===== src/rtl/mdu_pkg.sv =====
// mdu_pkg: shared definitions for the multiply/divide unit.
//   - op_e     : operation encodings carried on the op input
//   - state_e  : sequencing FSM states
//   - HILO_WR_*: bit positions inside hilo_wr (MTHI / MTLO requests)
//   - helpers  : op classification used at launch and in fixup
package mdu_pkg;

   typedef enum logic [1:0] {
      OP_MULT  = 2'b00,
      OP_MULTU = 2'b01,
      OP_DIV   = 2'b10,
      OP_DIVU  = 2'b11
   } op_e;

   typedef enum logic [1:0] {
      ST_IDLE  = 2'd0,
      ST_CALC  = 2'd1,
      ST_FIXUP = 2'd2
   } state_e;

   localparam int HILO_WR_HI = 1;
   localparam int HILO_WR_LO = 0;

   function automatic logic op_is_div(input op_e op);
      return (op == OP_DIV) || (op == OP_DIVU);
   endfunction

   function automatic logic op_is_signed(input op_e op);
      return (op == OP_MULT) || (op == OP_DIV);
   endfunction

endpackage


===== src/rtl/mult_div_unit_if.sv =====
// mult_div_unit_if: request/result bundle of the multiply/divide unit.
//   master (requester) drives : start, op, operand_a, operand_b, hilo_wr, hilo_wdata
//   slave  (unit) drives      : busy, done, div_zero, hi, lo
interface mult_div_unit_if #(
   parameter int WIDTH = 32
);
   logic             start;
   logic [1:0]       op;
   logic [WIDTH-1:0] operand_a;
   logic [WIDTH-1:0] operand_b;
   logic [1:0]       hilo_wr;
   logic [WIDTH-1:0] hilo_wdata;
   logic             busy;
   logic             done;
   logic             div_zero;
   logic [WIDTH-1:0] hi;
   logic [WIDTH-1:0] lo;

   modport master (
      output start, op, operand_a, operand_b, hilo_wr, hilo_wdata,
      input  busy, done, div_zero, hi, lo
   );

   modport slave (
      input  start, op, operand_a, operand_b, hilo_wr, hilo_wdata,
      output busy, done, div_zero, hi, lo
   );
endinterface


===== src/rtl/mdu_iter_core.sv =====
// mdu_iter_core: one iteration of the unsigned datapath (combinational).
//   is_div          : 1 = restoring-divide step, 0 = shift-add multiply step
//   acc_hi / acc_lo : current accumulator pair
//   operand         : multiplicand or divisor magnitude
//   nxt_hi / nxt_lo : accumulator pair after this step
// Multiply: {hi,lo} starts as {0, multiplier}; after WIDTH steps it holds the product.
// Divide  : {hi,lo} starts as {0, dividend}; after WIDTH steps hi = remainder, lo = quotient.
// Macro MULT_DIV_UNIT_DIV_EN compiles in the divide step; without it only multiply exists.
module mdu_iter_core #(
   parameter int WIDTH = 32
) (
   input  logic             is_div,
   input  logic [WIDTH-1:0] acc_hi,
   input  logic [WIDTH-1:0] acc_lo,
   input  logic [WIDTH-1:0] operand,
   output logic [WIDTH-1:0] nxt_hi,
   output logic [WIDTH-1:0] nxt_lo
);
   logic [WIDTH:0] add_sum;
   logic [WIDTH:0] add_keep;

   assign add_sum  = {1'b0, acc_hi} + {1'b0, operand};
   assign add_keep = acc_lo[0] ? add_sum : {1'b0, acc_hi};

`ifdef MULT_DIV_UNIT_DIV_EN
   logic [WIDTH:0] shifted;
   logic [WIDTH:0] diff;
   logic           fits;

   assign shifted = {acc_hi, acc_lo[WIDTH-1]};
   assign diff    = shifted - {1'b0, operand};
   // Partial remainder stays below the divisor, so shifted < 2*divisor and the
   // top bit of diff is a valid borrow. With a zero divisor hi only ever holds
   // leading dividend bits, so shifted never reaches bit WIDTH either.
   assign fits    = ~diff[WIDTH];

   always_comb begin
      if (is_div) begin
         nxt_hi = fits ? diff[WIDTH-1:0] : shifted[WIDTH-1:0];
         nxt_lo = {acc_lo[WIDTH-2:0], fits};
      end else begin
         nxt_hi = add_keep[WIDTH:1];
         nxt_lo = {add_keep[0], acc_lo[WIDTH-1:1]};
      end
   end
`else
   logic unused_is_div;
   assign unused_is_div = is_div;
   assign nxt_hi = add_keep[WIDTH:1];
   assign nxt_lo = {add_keep[0], acc_lo[WIDTH-1:1]};
`endif

endmodule


===== src/rtl/mult_div_unit.sv =====
// mult_div_unit: iterative MULT/MULTU/DIV/DIVU unit with HI/LO result registers.
//   clk, rst_n : clock, asynchronous active-low reset
//   bus        : mult_div_unit_if.slave (start/op/operands/hilo_wr in; busy/done/div_zero/hi/lo out)
// Operands are turned into magnitudes at launch, iterated WIDTH times in
// mdu_iter_core, and sign-corrected in FIXUP before landing in HI/LO.
// Macro MULT_DIV_UNIT_DIV_EN enables the divider; when undefined a DIV/DIVU
// start only produces a done pulse and leaves HI/LO untouched.
//
// state    | meaning
// ---------+-----------------------------------------------------------
// ST_IDLE  | waiting; accepts start, or MTHI/MTLO when start is low
// ST_CALC  | one datapath iteration per cycle, WIDTH cycles
// ST_FIXUP | sign correction, HI/LO update, done pulse
module mult_div_unit
   import mdu_pkg::*;
#(
   parameter int WIDTH = 32
) (
   input  logic           clk,
   input  logic           rst_n,
   mult_div_unit_if.slave bus
);
   localparam int CW = $clog2(WIDTH);

   state_e           state_q, state_d;
   logic [CW-1:0]    cnt_q, cnt_d;
   op_e              op_q, op_d;
   logic             neg_res_q, neg_res_d;
   logic [WIDTH-1:0] b_q, b_d;
   logic [WIDTH-1:0] acc_hi_q, acc_hi_d;
   logic [WIDTH-1:0] acc_lo_q, acc_lo_d;
   logic [WIDTH-1:0] hi_q, hi_d;
   logic [WIDTH-1:0] lo_q, lo_d;
   logic             done_q, done_d;
   logic             dz_q, dz_d;

   op_e              op_in;
   logic             signed_in;
   logic             a_neg, b_neg;
   logic [WIDTH-1:0] mag_a, mag_b;
   logic [WIDTH-1:0] step_hi, step_lo;
   logic [2*WIDTH-1:0] prod;
   logic             div_nop;

`ifdef MULT_DIV_UNIT_DIV_EN
   logic             neg_rem_q, neg_rem_d;
   logic [WIDTH-1:0] quo, rem;
   assign div_nop = 1'b0;
`else
   assign div_nop = op_is_div(op_in);
`endif

   assign op_in     = op_e'(bus.op);
   assign signed_in = op_is_signed(op_in);
   assign a_neg     = signed_in & bus.operand_a[WIDTH-1];
   assign b_neg     = signed_in & bus.operand_b[WIDTH-1];
   assign mag_a     = a_neg ? -bus.operand_a : bus.operand_a;
   assign mag_b     = b_neg ? -bus.operand_b : bus.operand_b;

   mdu_iter_core #(.WIDTH(WIDTH)) u_core (
      .is_div  (op_is_div(op_q)),
      .acc_hi  (acc_hi_q),
      .acc_lo  (acc_lo_q),
      .operand (b_q),
      .nxt_hi  (step_hi),
      .nxt_lo  (step_lo)
   );

   always_comb begin
      state_d   = state_q;
      cnt_d     = cnt_q;
      op_d      = op_q;
      neg_res_d = neg_res_q;
      b_d       = b_q;
      acc_hi_d  = acc_hi_q;
      acc_lo_d  = acc_lo_q;
      hi_d      = hi_q;
      lo_d      = lo_q;
      done_d    = 1'b0;
      dz_d      = dz_q;
      prod      = '0;
`ifdef MULT_DIV_UNIT_DIV_EN
      neg_rem_d = neg_rem_q;
      quo       = '0;
      rem       = '0;
`endif
      case (state_q)
         ST_IDLE: begin
            if (bus.start) begin
               dz_d = 1'b0;
               if (div_nop) begin
                  done_d = 1'b1;
               end else begin
                  state_d   = ST_CALC;
                  cnt_d     = CW'(WIDTH - 1);
                  op_d      = op_in;
                  neg_res_d = a_neg ^ b_neg;
`ifdef MULT_DIV_UNIT_DIV_EN
                  neg_rem_d = a_neg;
`endif
                  b_d       = mag_b;
                  acc_hi_d  = '0;
                  acc_lo_d  = mag_a;
               end
            end else begin
               if (bus.hilo_wr[HILO_WR_HI]) hi_d = bus.hilo_wdata;
               if (bus.hilo_wr[HILO_WR_LO]) lo_d = bus.hilo_wdata;
            end
         end
         ST_CALC: begin
            acc_hi_d = step_hi;
            acc_lo_d = step_lo;
            if (cnt_q == '0) state_d = ST_FIXUP;
            else             cnt_d   = cnt_q - 1'b1;
         end
         ST_FIXUP: begin
            prod = {acc_hi_q, acc_lo_q};
            if (neg_res_q) prod = -prod;
            hi_d = prod[2*WIDTH-1:WIDTH];
            lo_d = prod[WIDTH-1:0];
`ifdef MULT_DIV_UNIT_DIV_EN
            if (op_is_div(op_q)) begin
               quo = neg_res_q ? -acc_lo_q : acc_lo_q;
               rem = neg_rem_q ? -acc_hi_q : acc_hi_q;
               // A zero divisor already leaves the dividend in hi; only the
               // quotient needs forcing to all ones.
               if (b_q == '0) begin
                  quo  = '1;
                  dz_d = 1'b1;
               end
               hi_d = rem;
               lo_d = quo;
            end
`endif
            done_d  = 1'b1;
            state_d = ST_IDLE;
         end
         default: state_d = ST_IDLE;
      endcase
   end

   always_ff @(posedge clk or negedge rst_n) begin
      if (!rst_n) begin
         state_q   <= ST_IDLE;
         cnt_q     <= '0;
         op_q      <= OP_MULT;
         neg_res_q <= 1'b0;
         b_q       <= '0;
         acc_hi_q  <= '0;
         acc_lo_q  <= '0;
         hi_q      <= '0;
         lo_q      <= '0;
         done_q    <= 1'b0;
         dz_q      <= 1'b0;
`ifdef MULT_DIV_UNIT_DIV_EN
         neg_rem_q <= 1'b0;
`endif
      end else begin
         state_q   <= state_d;
         cnt_q     <= cnt_d;
         op_q      <= op_d;
         neg_res_q <= neg_res_d;
         b_q       <= b_d;
         acc_hi_q  <= acc_hi_d;
         acc_lo_q  <= acc_lo_d;
         hi_q      <= hi_d;
         lo_q      <= lo_d;
         done_q    <= done_d;
         dz_q      <= dz_d;
`ifdef MULT_DIV_UNIT_DIV_EN
         neg_rem_q <= neg_rem_d;
`endif
      end
   end

   assign bus.busy     = (state_q != ST_IDLE);
   assign bus.done     = done_q;
   assign bus.div_zero = dz_q;
   assign bus.hi       = hi_q;
   assign bus.lo       = lo_q;

endmodule


===== src/flat_wrapper.sv =====
// flat-port wrapper written by rule: the top's interface ports become plain ports
module mult_div_unit_flat import mdu_pkg::*;
#(
   parameter int WIDTH = 32
)
  (clk, rst_n, bus_start, bus_op, bus_operand_a, bus_operand_b, bus_hilo_wr, bus_hilo_wdata, bus_busy, bus_done, bus_div_zero, bus_hi, bus_lo);
  mult_div_unit_if #(.WIDTH(WIDTH)) bus_i ();
  input  logic clk;
  input  logic rst_n;
  input wire logic [$bits(bus_i.start)-1:0] bus_start;
  input wire logic [$bits(bus_i.op)-1:0] bus_op;
  input wire logic [$bits(bus_i.operand_a)-1:0] bus_operand_a;
  input wire logic [$bits(bus_i.operand_b)-1:0] bus_operand_b;
  input wire logic [$bits(bus_i.hilo_wr)-1:0] bus_hilo_wr;
  input wire logic [$bits(bus_i.hilo_wdata)-1:0] bus_hilo_wdata;
  output wire logic [$bits(bus_i.busy)-1:0] bus_busy;
  output wire logic [$bits(bus_i.done)-1:0] bus_done;
  output wire logic [$bits(bus_i.div_zero)-1:0] bus_div_zero;
  output wire logic [$bits(bus_i.hi)-1:0] bus_hi;
  output wire logic [$bits(bus_i.lo)-1:0] bus_lo;
  assign bus_i.start = bus_start;
  assign bus_i.op = bus_op;
  assign bus_i.operand_a = bus_operand_a;
  assign bus_i.operand_b = bus_operand_b;
  assign bus_i.hilo_wr = bus_hilo_wr;
  assign bus_i.hilo_wdata = bus_hilo_wdata;
  assign bus_busy = bus_i.busy;
  assign bus_done = bus_i.done;
  assign bus_div_zero = bus_i.div_zero;
  assign bus_hi = bus_i.hi;
  assign bus_lo = bus_i.lo;
  mult_div_unit #(.WIDTH(WIDTH)) u_core (.clk(clk), .rst_n(rst_n), .bus(bus_i));
endmodule

===== config.mk =====
export PLATFORM = sky130hd
export DESIGN_NAME = mult_div_unit_flat
export DESIGN_NICKNAME = d
export VERILOG_FILES = /design/src/rtl/mdu_pkg.sv /design/src/rtl/mult_div_unit_if.sv /design/src/rtl/mdu_iter_core.sv /design/src/rtl/mult_div_unit.sv /design/src/flat_wrapper.sv
export SDC_FILE = /design/constraint.sdc
export NUM_CORES = 1
export LEC_CHECK = 0
export BUFFER_PORTS_ARGS = -buffer_cell sky130_fd_sc_hd__buf_4
export CORE_ASPECT_RATIO = 1.25
export CORE_UTILIZATION = 55
export CTS_CLUSTER_SIZE = 20
export DETAILED_ROUTE_END_ITERATION = 6
export PLACE_DENSITY = 0.88
export RECOVER_POWER = 100
export SYNTH_ARGS = -nofsm -noshare
export SYNTH_HDL_FRONTEND = slang
export SYNTH_SLANG_ARGS = --single-unit

===== constraint.sdc =====
create_clock -name clk -period 4.2 [get_ports clk]
set_clock_uncertainty 0.2 [all_clocks]
set_input_delay 0.84 -clock clk [delete_from_list [all_inputs] [get_ports clk]]
set_output_delay 0.84 -clock clk [all_outputs]
set_load 0.02 [all_outputs]

Yosys cells after proc, flatten, opt, wreduce, memory -nomap -nowiden:

Cells that the tools add are included.

* word-level logic and storage cells: 70
* bits of input ports: 103
* flip-flop bits (word level): 169

* equal/unequal tests: 11
* reduce and logical (&&, ||, !) cells: 14
* muxes and demuxes: 27
* bitwise operators: 4
* add/subtract/negate cells: 5

Operator list (count)
* $mux W32: 10
* $pmux W32 S2: 4
* $mux W64: 1
* $neg A32 Y32: 2
* $neg A64 Y64: 1
* $add A32 B32 Y33: 1
* $mux W33: 1
* $mux W5: 3
* $reduce_and A3 Y1: 5
* $ne A2 B2 Y1 const B: 6
* $pmux W5 S2: 1
* $eq A2 B2 Y1 const B: 3
* $mux W2: 3
* $reduce_bool A2 Y1: 3
* $logic_not A5 Y1: 1
* $sub A5 B1 Y5 const B: 1
* $logic_not A2 Y1: 2
* $pmux W2 S2: 1
* $reduce_and A4 Y1: 1
* $and A1 B1 Y1: 2
* $eq A2 B1 Y1 const B: 1
* $logic_or A1 B1 Y1: 2
* $mux W1: 2
* $ne A2 B1 Y1 const B: 1
* other kinds (3): 3

Logic depth before layout (Yosys ltp):

* depth in word-level cells: 7
* depth in mapped cells: 12
* gate-level depth less buffers: 12

By module:

From an unflattened synthesis, not the netlist that was laid out.

* cells, all modules: 1426
* area, all modules: 12405.6 um^2

Modules (own cells, without submodules)
* mult_div_unit: instances 1, cells each 1055, area each 9838.2 um^2
* mdu_iter_core: instances 1, cells each 371, area each 2567.5 um^2

Least setup slack after synthesis:

Ideal clock, no wire load.

* path type: input to register
* start point: input bus_operand_a[12]
* end point: register u_core.acc_lo_q[29]
* arrival time: 2.794 ns
* setup slack: 1.073 ns
* stages: 8
* path buffers: 0
* data required time: 3.867 ns
* library setup time: 0.133 ns
* cell sequence: or4_1 or3_1 nor3_1 and2_1 nand2_1 o31ai_1 xor2_1 o21ai_0

* word-level cells in the longest chain between the ends: 5

RTL lines
* start, declared: line flat_wrapper.sv:12 `input wire logic [$bits(bus_i.operand_a)-1:0] bus_operand_a;`
* $neg A32 Y32: line mult_div_unit.sv:57 `assign mag_a = a_neg ? -bus.operand_a : bus.operand_a;`
* $mux W32: line mult_div_unit.sv:57
* $mux W32: line mult_div_unit.sv:91 `if (div_nop) begin`
* $mux W32: line mult_div_unit.sv:89 `if (bus.start) begin`
* $pmux W32 S2: line mult_div_unit.sv:87 `case (state_q)`
* end signal, assigned: line mult_div_unit.sv:165 `acc_lo_q <= acc_lo_d;`
* end, declared: line mult_div_unit.sv:31 `logic [WIDTH-1:0] acc_lo_q, acc_lo_d;`

No other way between the ends. The select of a mux whose other input is x is not followed.
A chain may end at the register's enable or synchronous reset.

Worst setup path in the final report:

* start point: register u_core.acc_lo_q[8]
* end point: register u_core.hi_q[30] (netlist: u_core.bus.hi[30])

* word-level cells in the longest chain between the ends: 3

RTL lines
* $neg A64 Y64: line mult_div_unit.sv:118 `if (neg_res_q) prod = -prod;`
* $mux W64: line mult_div_unit.sv:118
* $pmux W32 S2: line mult_div_unit.sv:87
* end signal, assigned: line mult_div_unit.sv:166 `hi_q <= hi_d;`
* end, declared: line mult_div_unit.sv:32 `logic [WIDTH-1:0] hi_q, hi_d;`

No other way between the ends.

==> impl_summary.log <==
[metrics] antenna diode count: 0
[metrics] area of the core: 20,300 um2
[metrics] wire length of the first global-routing pass: a little over 50,000 um
[metrics] Combinational Power Share: between 50 and 60%
[metrics] first-pass iteration count of the detailed router: 6
[metrics] number of violations reported at the end of detailed-routing iteration 0: between 800 and 900
[metrics] Antenna Violating Nets Remaining: 0
[metrics] top flip-flop cell by instance count after synthesis: sky130_fd_sc_hd__dfrtp_1
[metrics] f_max: 0.264 GHz
[metrics] Arr. time, crit path: 3.89 ns
[metrics] via count of the first global-routing pass: 10,300
[metrics] register clock-pin slew on the reported worst setup and hold paths: around 0.070 ns
[metrics] Critical Setup Path Class: reg2reg
[metrics] CTS hold repair buffers: 1
[metrics] failing checks: capacitance limit, slew limit
[metrics] count of unique library cells instantiated by Yosys: 67
[metrics] launching element type of the critical path: flip-flop
[metrics] IR drop worst, VDD: 0.000489 V
[metrics] switching portion of total power: 47.8%
[metrics] Post-Syn Instances: 1,348
[metrics] tightest hold margin: 0.286 ns
[metrics] number of max-slew violations in the final report: around 300
[metrics] Residual DRC: 0
[metrics] slack of the critical path: 0.417 ns
[metrics] Site Rows: 58
[metrics] routability cong.: 0.915
[metrics] Die Width: 131 um
[metrics] Clock Power Share: 14.5%
[metrics] internal power contribution: about 5500 uW
[metrics] signed area change from the synthesized netlist to the final layout: 14.7%
[metrics] filler cell count: 1,715
[metrics] Leak Pwr: 0.00527 uW
[metrics] post-route minimum period: 3.78 ns
[metrics] number of hold violations in the final report: 0
[metrics] vertical extent of the die: 164 um
[metrics] data required time at the worst endpoint: approximately 4.3 ns
[metrics] Root Driver: sky130_fd_sc_hd__clkbuf_16
[metrics] Synth Area per Inst: 8.55 um2
[metrics] slew at the pin with the worst max-slew slack: 2.19 ns
[metrics] warning count from the yosys run: 0
[metrics] share of post-route cells with drive strength above 1: 10.8%
[metrics] number of nets produced by synthesis: 1,489
[metrics] number of buffers inserted by post-CTS setup repair: 0
[metrics] result of the run: finished, violations left
[metrics] CTS tree: yes
[metrics] part of the power in registers: 32.3%
[metrics] number of max-cap violations: 5
[metrics] antenna violations before repair: 0
[metrics] clock sink count: 169
[metrics] sum of net half-perimeters after detailed placement: 24,400 um
[metrics] vias post-DR: 10,800
[metrics] floorplan die area: 21,500 um2
[metrics] final setup fails: 0
[metrics] total detailed-routing wirelength: 32,300 um
[metrics] PostCTS Resize Cnt: 0
[metrics] net count reported at finish: 1,613
[metrics] initial core utilization: a little under three fifths
[metrics] async set-or-reset flop fraction in the synthesized netlist: 100%
[metrics] combined area of all synthesized cells: 11,500 um2
[metrics] number of H-tree levels: 4
[metrics] Hold Crit Class: reg2reg
[metrics] footprint of the multi-input gates: 6860 um2
[metrics] Power Dens Cells: roughly 790 nW/um2
[metrics] maximum fanout count along the critical path: 6
[metrics] all-layer global routing usage: 30.3%
[metrics] number of enable flip-flop cells after synthesis: 0
[metrics] unrepaired setup endpoints after global routing: false
[metrics] pre-CTS worst setup slack: between 0.6 and 0.7 ns
[metrics] net load switching power: ~5000 uW
[metrics] Seq/Total Area, Yosys: a little under two fifths
[metrics] flip-flop and latch count after synthesis: ~170
[metrics] Final TNS setup: 0 ns
[metrics] post-route fraction of the period consumed by the critical path: roughly 90%
[metrics] TritonCTS buffer count: 17
[metrics] maximum buffer depth of the clock tree: 2
[metrics] WL/cell: 18.4 um
[metrics] io pins: 170
[metrics] CP Capture Type: flip-flop
[metrics] normalized max-slew margin: -46.2%
[metrics] largest net degree at the start of global routing: 102
[metrics] area used by sequential logic in the layout: ~4200 um2
[metrics] vias per cell: a little over 6
[metrics] overflow left after global routing: 0
[metrics] Buffers on Ports: about 170
[metrics] latest clock arrival within the worst-skew pair: 0.44 ns
==> flip-flops by register name, indices dropped and copies added (netlist names) <==
signal            count
u_core.neg_res_q      1
u_core.state_q        2
u_core.cnt_q          5
u_core.acc_lo_q      32
u_core.bus.hi        32
u_core.bus.done       1
u_core.acc_hi_q      32
u_core.b_q           32
u_core.bus.lo        32
==> stage by stage <==
step,utilization (%),total power [uW],cells,instance area (um2)
after floorplan,-,7200,1348,11500
after global placement,63.8,8840,1722,13000
after detailed placement,63.8,9070,1722,13000
after CTS,66.6,10600,1755,13500
after global routing,65.0,11200,1755,13200
final,65.0,10400,1755,13200
==> synth_stat cells (3+ instances only) <==
library cell / count / area share (%)
sky130_fd_sc_hd__a211oi_1: 21 / 1.4
sky130_fd_sc_hd__a21o_1: 9 / 0.59
sky130_fd_sc_hd__a21oi_1: 75 / 3.3
sky130_fd_sc_hd__a22oi_1: 42 / 2.7
sky130_fd_sc_hd__a31oi_1: 7 / 0.38
sky130_fd_sc_hd__and2_1: 7 / 0.38
sky130_fd_sc_hd__and3_1: 5 / 0.27
sky130_fd_sc_hd__buf_1: 14 / 0.46
sky130_fd_sc_hd__buf_2: 4 / 0.17
sky130_fd_sc_hd__clkbuf_1: 61 / 2.0
sky130_fd_sc_hd__dfrtp_1: 169 / 37
sky130_fd_sc_hd__ha_1: 37 / 4.0
sky130_fd_sc_hd__inv_1: 25 / 0.81
sky130_fd_sc_hd__mux2_2: 4 / 0.39
sky130_fd_sc_hd__mux2i_1: 59 / 5.1
sky130_fd_sc_hd__nand2_1: 170 / 5.5
sky130_fd_sc_hd__nand2b_1: 13 / 0.71
sky130_fd_sc_hd__nand3_1: 10 / 0.43
sky130_fd_sc_hd__nand4_1: 9 / 0.49
sky130_fd_sc_hd__nor2_1: 74 / 2.4
sky130_fd_sc_hd__nor2b_1: 21 / 1.1
sky130_fd_sc_hd__nor3_1: 32 / 1.4
sky130_fd_sc_hd__nor4_1: 15 / 0.81
sky130_fd_sc_hd__nor4b_1: 3 / 0.23
sky130_fd_sc_hd__o211ai_1: 3 / 0.20
sky130_fd_sc_hd__o21a_1: 4 / 0.26
sky130_fd_sc_hd__o21ai_0: 187 / 8.1
sky130_fd_sc_hd__o21ai_1: 3 / 0.13
sky130_fd_sc_hd__o21bai_1: 8 / 0.52
sky130_fd_sc_hd__o22ai_1: 3 / 0.16
sky130_fd_sc_hd__o31ai_1: 26 / 1.7
sky130_fd_sc_hd__o41ai_1: 16 / 1.2
sky130_fd_sc_hd__or2_2: 6 / 0.33
sky130_fd_sc_hd__or3_1: 10 / 0.54
sky130_fd_sc_hd__or4_1: 8 / 0.52
sky130_fd_sc_hd__or4_4: 3 / 0.29
sky130_fd_sc_hd__xnor2_1: 97 / 7.4
sky130_fd_sc_hd__xor2_1: 51 / 3.9
==> layer usage <==
metal	vias to the layer above	routed length [um]	track usage (%)
met1	5131	13500	38.6
met2	493	15000	49.9
li1	5087	-	-
met5	-	0	0
met4	0	1460	15.9
met3	81	2360	4.88
==> worst max-delay path, cell delays in order (launching register included) <==
cell                       delay [ns]
sky130_fd_sc_hd__dfrtp_1         0.42
sky130_fd_sc_hd__or4_1           0.61
sky130_fd_sc_hd__or4_1           0.56
sky130_fd_sc_hd__nor4_1          0.63
sky130_fd_sc_hd__nand3b_1        0.35
sky130_fd_sc_hd__nor3_2          0.28
sky130_fd_sc_hd__nand2_1         0.12
sky130_fd_sc_hd__o21ai_0         0.22
sky130_fd_sc_hd__xor2_1          0.18
sky130_fd_sc_hd__a21oi_1         0.09
==> layout by cell type (no fill, tap or decap), drive strengths merged, types with 33 or more instances in the layout <==
cell type,count
clkbuf,91
xor2,51
buf,111
xnor2,97
nand2,170
mux2i,59
o21ai,191
a21oi,75
a22oi,42
ha,37
nor2,74
dfrtp,169
nor3,33
==> kinds of logic after synthesis <==
logic type	share of synthesized area, %
buffers and inverters	3.53
multiplexers	5.52
adder cells (fa/ha/maj)	4.19
XOR/XNOR	11.3
other	0.0326
AO/OA/AOI/OAI	22.2
flip-flops	36.7
AND/OR/NAND/NOR	16.5
==> cell type report <==
| cell class | count | area share [%] |
|---|---|---|
| Sequential cell | 169 | 32.0 |
| Clock buffer | 18 | 3.25 |
| Inverter | 26 | 0.739 |
| Multi-Input combinational cell | 1073 | 51.9 |
| Clock inverter | 14 | 1.07 |
| Tap cell | 270 | 2.56 |
| Timing Repair Buffer | 185 | 8.46 |
==> power by group through the flow <==
| stage | logic, uW | registers (uW) | clock network, uW |
|---|---|---|---|
| floorplan | 3810 | 3390 | 0 |
| global placement | 5520 | 3320 | 0 |
| detailed placement | 5700 | 3370 | 0 |
| CTS | 5760 | 3350 | 1520 |
| global route | 6110 | 3470 | 1590 |
| finish | 5550 | 3380 | 1520 |
==> worst paths after layout <==
kind / startpoint / to / depth (start not counted) / slack (ns)
max in group asynchronous: rst_n / u_core.bus.hi[28] / 3 / 0.90
setup / recovery: u_core.acc_lo_q[8] / u_core.bus.hi[30] / 9 / 0.42
setup reg to reg: u_core.acc_lo_q[8] / u_core.bus.hi[30] / 9 / 0.42
hold reg to reg: u_core.b_q[25] / u_core.b_q[25] / 2 / 0.29
hold / removal: u_core.b_q[25] / u_core.b_q[25] / 2 / 0.29
min in group asynchronous: rst_n / u_core.bus.done / 2 / 0.53
No activity file was read; power rests on OpenSTA's default activity.
